--- src/rtl/spi_frame_pkg.sv ---
// Shared constants, FSM state type and frame field helpers for the SPI
// register-write receiver.
package spi_frame_pkg;

  localparam int          FRAME_BITS = 16;
  localparam int          ADDR_W     = 7;
  localparam int          DATA_W     = 8;
  localparam int          CNT_W      = 5;
  localparam logic        RW_WRITE   = 1'b1;
  // One past a full frame, so an overlong frame can never alias to 16 bits.
  localparam logic [CNT_W-1:0] CNT_SAT = 5'd17;

  typedef enum logic [1:0] {
    IDLE  = 2'd0,
    SHIFT = 2'd1,
    CHECK = 2'd2
  } state_t;

  function automatic logic frame_rw(input logic [FRAME_BITS-1:0] frame);
    return frame[FRAME_BITS-1];
  endfunction

  function automatic logic [ADDR_W-1:0] frame_addr(input logic [FRAME_BITS-1:0] frame);
    return frame[FRAME_BITS-2 -: ADDR_W];
  endfunction

  function automatic logic [DATA_W-1:0] frame_data(input logic [FRAME_BITS-1:0] frame);
    return frame[DATA_W-1:0];
  endfunction

endpackage

--- src/rtl/spi_frame_rx_sync_edge.sv ---
// Multi-flop synchroniser for one asynchronous pin, with rise/fall detection
// against one further registered copy of the synchronised level.
module sync_edge #(
  parameter int   SYNC_STAGES = 2,
  parameter logic RST_VAL     = 1'b0
) (
  input  logic clk,
  input  logic rst_n,
  input  logic din,
  output logic level,
  output logic rise,
  output logic fall
);

  logic [SYNC_STAGES-1:0] sync_reg;
  logic                   prev_reg;

  always_ff @(posedge clk) begin
    if (!rst_n) begin
      sync_reg <= {SYNC_STAGES{RST_VAL}};
      prev_reg <= RST_VAL;
    end else begin
      sync_reg <= {sync_reg[SYNC_STAGES-2:0], din};
      prev_reg <= sync_reg[SYNC_STAGES-1];
    end
  end

  assign level = sync_reg[SYNC_STAGES-1];
  assign rise  = level & ~prev_reg;
  assign fall  = ~level & prev_reg;

endmodule

--- src/rtl/spi_frame_rx.sv ---
// SPI mode-0 write-frame receiver: synchronises SCLK/COPI/nCS, shifts 16-bit
// MSB-first frames and strobes validated register writes.
module spi_frame_rx
  import spi_frame_pkg::*;
#(
  parameter int SYNC_STAGES = 2,
  parameter int ADDR_MAX    = 4
) (
  input  logic              clk,
  input  logic              rst_n,
  input  logic              sclk,
  input  logic              copi,
  input  logic              ncs,
  output logic              wr_valid,
  output logic [ADDR_W-1:0] wr_addr,
  output logic [DATA_W-1:0] wr_data,
  output logic              frame_err,
  output logic              busy
);

  localparam logic [ADDR_W-1:0] ADDR_LIMIT = ADDR_W'(ADDR_MAX);
  // Pin order: 0 = sclk, 1 = copi, 2 = ncs; ncs idles high.
  localparam logic [2:0] PIN_RST = 3'b100;

  logic [2:0] pin_raw;
  logic [2:0] pin_level;
  logic [2:0] pin_rise;
  logic [2:0] pin_fall;

  assign pin_raw = {ncs, copi, sclk};

  genvar gi;
  generate
    for (gi = 0; gi < 3; gi++) begin : g_pin
      sync_edge #(
        .SYNC_STAGES(SYNC_STAGES),
        .RST_VAL    (PIN_RST[gi])
      ) u_sync (
        .clk  (clk),
        .rst_n(rst_n),
        .din  (pin_raw[gi]),
        .level(pin_level[gi]),
        .rise (pin_rise[gi]),
        .fall (pin_fall[gi])
      );
    end
  endgenerate

  logic sclk_rise;
  logic copi_level;
  logic ncs_level;
  logic ncs_rise;
  logic ncs_fall;

  assign sclk_rise  = pin_rise[0];
  assign copi_level = pin_level[1];
  assign ncs_level  = pin_level[2];
  assign ncs_rise   = pin_rise[2];
  assign ncs_fall   = pin_fall[2];

  // The remaining detector outputs have no consumer.
  logic unused_pins;
  assign unused_pins = &{1'b0, pin_level[0], pin_rise[1], pin_fall[1], pin_fall[0]};

  state_t                  state_reg, state_next;
  logic [FRAME_BITS-1:0]   shift_reg, shift_next;
  logic [CNT_W-1:0]        count_reg, count_next;
  logic                    wr_valid_reg, wr_valid_next;
  logic                    frame_err_reg, frame_err_next;
  logic [ADDR_W-1:0]       addr_reg, addr_next;
  logic [DATA_W-1:0]       data_reg, data_next;
  logic                    busy_reg;

  always_ff @(posedge clk) begin
    if (!rst_n) begin
      state_reg     <= IDLE;
      shift_reg     <= '0;
      count_reg     <= '0;
      wr_valid_reg  <= 1'b0;
      frame_err_reg <= 1'b0;
      addr_reg      <= '0;
      data_reg      <= '0;
      busy_reg      <= 1'b0;
    end else begin
      state_reg     <= state_next;
      shift_reg     <= shift_next;
      count_reg     <= count_next;
      wr_valid_reg  <= wr_valid_next;
      frame_err_reg <= frame_err_next;
      addr_reg      <= addr_next;
      data_reg      <= data_next;
      busy_reg      <= (state_next != IDLE);
    end
  end

  always_comb begin
    state_next     = state_reg;
    shift_next     = shift_reg;
    count_next     = count_reg;
    wr_valid_next  = 1'b0;
    frame_err_next = 1'b0;
    addr_next      = addr_reg;
    data_next      = data_reg;

    case (state_reg)
      IDLE: begin
        if (ncs_fall) begin
          shift_next = '0;
          count_next = '0;
          state_next = SHIFT;
        end
      end

      SHIFT: begin
        if (ncs_rise) begin
          state_next = CHECK;
        end else if (sclk_rise && !ncs_level) begin
          shift_next = {shift_reg[FRAME_BITS-2:0], copi_level};
          if (count_reg != CNT_SAT) begin
            count_next = count_reg + 5'd1;
          end
        end
      end

      CHECK: begin
        if (count_reg == CNT_W'(FRAME_BITS)) begin
          // Reads and out-of-range addresses are dropped without any pulse.
          if (frame_rw(shift_reg) == RW_WRITE && frame_addr(shift_reg) <= ADDR_LIMIT) begin
            wr_valid_next = 1'b1;
            addr_next     = frame_addr(shift_reg);
            data_next     = frame_data(shift_reg);
          end
        end else begin
          frame_err_next = 1'b1;
        end
        state_next = IDLE;
        if (ncs_fall) begin
          shift_next = '0;
          count_next = '0;
          state_next = SHIFT;
        end
      end

      default: begin
        state_next = IDLE;
      end
    endcase
  end

  assign wr_valid  = wr_valid_reg;
  assign frame_err = frame_err_reg;
  assign wr_addr   = addr_reg;
  assign wr_data   = data_reg;
  assign busy      = busy_reg;

endmodule

--- config.mk ---
export PLATFORM = sky130hd
export DESIGN_NAME = spi_frame_rx
export DESIGN_NICKNAME = d
export VERILOG_FILES = /design/src/rtl/spi_frame_pkg.sv /design/src/rtl/spi_frame_rx_sync_edge.sv /design/src/rtl/spi_frame_rx.sv
export SDC_FILE = /design/constraint.sdc
export NUM_CORES = 1
export LEC_CHECK = 0
export ABC_AREA = 1
export CAP_MARGIN = 10
export CORE_AREA = 2 2 65 67
export DETAILED_ROUTE_END_ITERATION = 7
export DIE_AREA = 0 0 67 69
export PLACE_DENSITY = 0.75
export SLEW_MARGIN = 20
export SYNTH_ARGS = -nofsm -noshare
export SYNTH_HDL_FRONTEND = slang
export SYNTH_SLANG_ARGS = --single-unit
--- constraint.sdc ---
create_clock -name clk -period 1.8 [get_ports clk]
set_input_delay 0.36 -clock clk [delete_from_list [all_inputs] [get_ports clk]]
set_output_delay 0.36 -clock clk [all_outputs]
set_load 0.005 [all_outputs]
==> flow_summary.yaml <==
run_status:
  status: "finished clean"
global_route:
  grtUsageTotal: 0.1733
  top_usage_layer: "met2"
  grt_pass1_wl_um: 6182
  antenna_found_initial: 0
  met1_usage: 0.2203
  overflow: 0
  grt_pass1_vias: 1459
  grt_max_degree: 28
  use_met3: 0.05546
  use_met2: 0.2607
setup_path:
  arrival_ns: 1.18
  crit_slowest_cell: "clkdlybuf4s50_1"
  worstPathCellList: "clkdlybuf4s50_1"
  cp.buffers_inverters: 1
  cp_max_fo: 2
  reg2reg_depth: 8
  crit_required_ns: 1.44
  ff2ff_setup_slack_ns: 0.32
  cp-end-kind: "output pin"
  cp-start-kind: "register"
  max_stage_delay_ns: 0.52
  worstReg2RegEnd: "count_reg[4]"
  cp_top_family: "buffers and inverters"
  reg2reg_from: "count_reg[1]"
  crit_type: "reg -> out"
power:
  power.density_nw_per_um2: 821.2
  ir_drop_mv: 0.7430
  p_switching_mw: 0.4018
  p_leak_nw: 1.049
  p_clk_frac: 0.407
  p_comb_frac: 0.035
  seqPwrFrac: 0.558
  netSwitchingFraction: 0.2034
  internal-power_mw: 1.573
cells_and_area:
  final_core_util: 0.6145
  regArea_um2: 980.9
  fin_nets: 303
  drive_gt1_frac: 0.1047
  layout.cells.most_common: "inv_1"
  largest_reg_flops: 16
  antenna_cells: 0
  instances_no_fill: 346
  fillers: 400
  multiInputGateArea_um2: 762.0
  synthToLayoutAreaGrowth_pct: 17.48
  layout_common_cells: "59 x inv_1, 49 x dfxtp_1, 41 x nor2_1, 41 x nand2_1, 22 x clkdlybuf4s50_1"
yosys:
  ys_seq_area_frac: 0.4792
  synth_seq_cells: 49
  synth_cell_types: 24
  synth_compound_area_frac: 0.06968
  synth_top_family_by_area: "simple AND/OR/NAND/NOR gates"
  yosys.area_share.adder: 0.01834
  syn_avg_cell_area_um2: 7.526
  synth_xor_area_frac: 0
  syn_nets: 280
  ys_warn_count: 0
  synth-simple-area-share: 0.2842
  syn_inst: 272
  muxShareOfSynthArea: 0
  synthesis.area_um2: 2047
sta:
  hold_ws_ns: 0.4202
  period_needed_ns: 1.539
  postLayoutSetupSlackWorst_ns: 0.2611
  fmax_ghz: 0.6498
  hold_viol: 0
  drv_slew: 0
  fin_skew_ns: 0.003631
  relSlewSlack: 0.7460
  setup_viol: 0
  finalCritPeriodShare: 0.8550
  setup_tns_ns: 0
  worstMarginPinSlew_ns: 0.3805
  rsz0062_at_grt: "no"
drt:
  wl_per_cell_um: 10.11
  drc: 0
  routed_wl_um: 3497
  vias: 1606
  drt_first_pass_iters: 4
  vias_per_cell: 4.642
  drt_iter0_drc: 53
  postRouteAntennaNets: 0
clock_tree:
  hold_buffers: 0
  htreeDepth: 2
  cts_inserted_buffers: 5
  cts_setup_buffers: 0
  cts_root_buf: "clkbuf_8"
  cts-resized-gates: 0
  cts_tree: "built"
  clk-insertion-delay-late_ns: 0.30
  cts_sinks: 49
  clk_pin_slew_ns: 0.08
  clockBufferDepth: 2
place:
  dp_slack_ns: 0.3646
  io_buffers: 22
  dp.cells: 338
  hpwl_um: 2358
  gp_congestion: 0.8657
floorplan:
  row_count: 23
  core_area_um2: 3914
  die_w_um: 67
  ioPinCount: 23
  dieHeight_um: 69
  die_area_um2: 4623
  initial_core_util: 0.5230
flow_run:
  max_cap_violations: 0
worst_hold_path:
  hold_end: "g_pin[2].u_sync.sync_reg[1]"
  holdPathStages: 1
  hold_class: "reg -> reg"
  worstHoldStart: "g_pin[2].u_sync.sync_reg[0]"
-- per-stage QoR --
stage / power [mW] / cell area (µm²)
finish: 1.975 / 2405
global route: 2.047 / 2405
CTS: 1.999 / 2405
detailed placement: 1.197 / 2288
global placement: 1.195 / 2288
floorplan: 1.173 / 2047
-- final cells by class --
| type | instances | area share |
|---|---|---|
| clock buffer | 7 | 0.03590 |
| clock inverter | 1 | 0.01249 |
| inverter | 60 | 0.09365 |
| multi-input combinational | 152 | 0.3169 |
| sequential | 49 | 0.4079 |
| tap | 50 | 0.02601 |
| timing repair buffer | 27 | 0.1072 |
-- per-layer routing --
layer | vias to the layer above | part of all wire
met4 | 0 | 0.023
met5 | - | 0
met2 | 26 | 0.46
met1 | 704 | 0.48
met3 | 9 | 0.038
li1 | 867 | -
-- worst max-delay path by stage --
stage,start,endpoint,cells after the start
5_1_grt,count_reg[1],count_reg[2],8
3_3_place_gp,count_reg[0],wr_data[3],7
4_1_cts,wr_data[0],wr_data[0],1
6_report,wr_data[0],wr_data[0],1
3_5_place_dp,state_reg[0],shift_reg[10],8
2_1_floorplan,count_reg[0],wr_addr[0],8
-- cell families after synthesis --
logic type                 count (synthesis)
and+or+nand+nor                          124
buffers and inverters                     71
DFF                                       49
AOI/OAI and AO/OA                         25
adders and majority gates                  3
-- cells in the mapped netlist, drive strengths merged --
cell type	number	area (µm²)
inv	60	225.2
dfxtp	49	980.9
nand2	48	197.7
nor2	46	195.2
nand3	23	145.1
o22ai	12	75.07
a21oi	11	55.05
buf	8	67.56
clkbuf	3	11.26
ha	3	37.54
or2	3	18.77
nand4	2	12.51
nand3b	1	7.510
nor3	1	5.000
o211ai	1	7.510
o21ai	1	5.000
-- power groups by stage --
| stage | clock network, mW | logic (mW) | registers [mW] |
|---|---|---|---|
| finish | 0.804 | 0.0694 | 1.10 |
| global route | 0.865 | 0.0781 | 1.10 |
| CTS | 0.827 | 0.0699 | 1.10 |
| detailed placement | 0 | 0.0693 | 1.13 |
| global placement | 0 | 0.0679 | 1.13 |
| floorplan | 0 | 0.0497 | 1.12 |
Power figures use the tool's default switching activity.
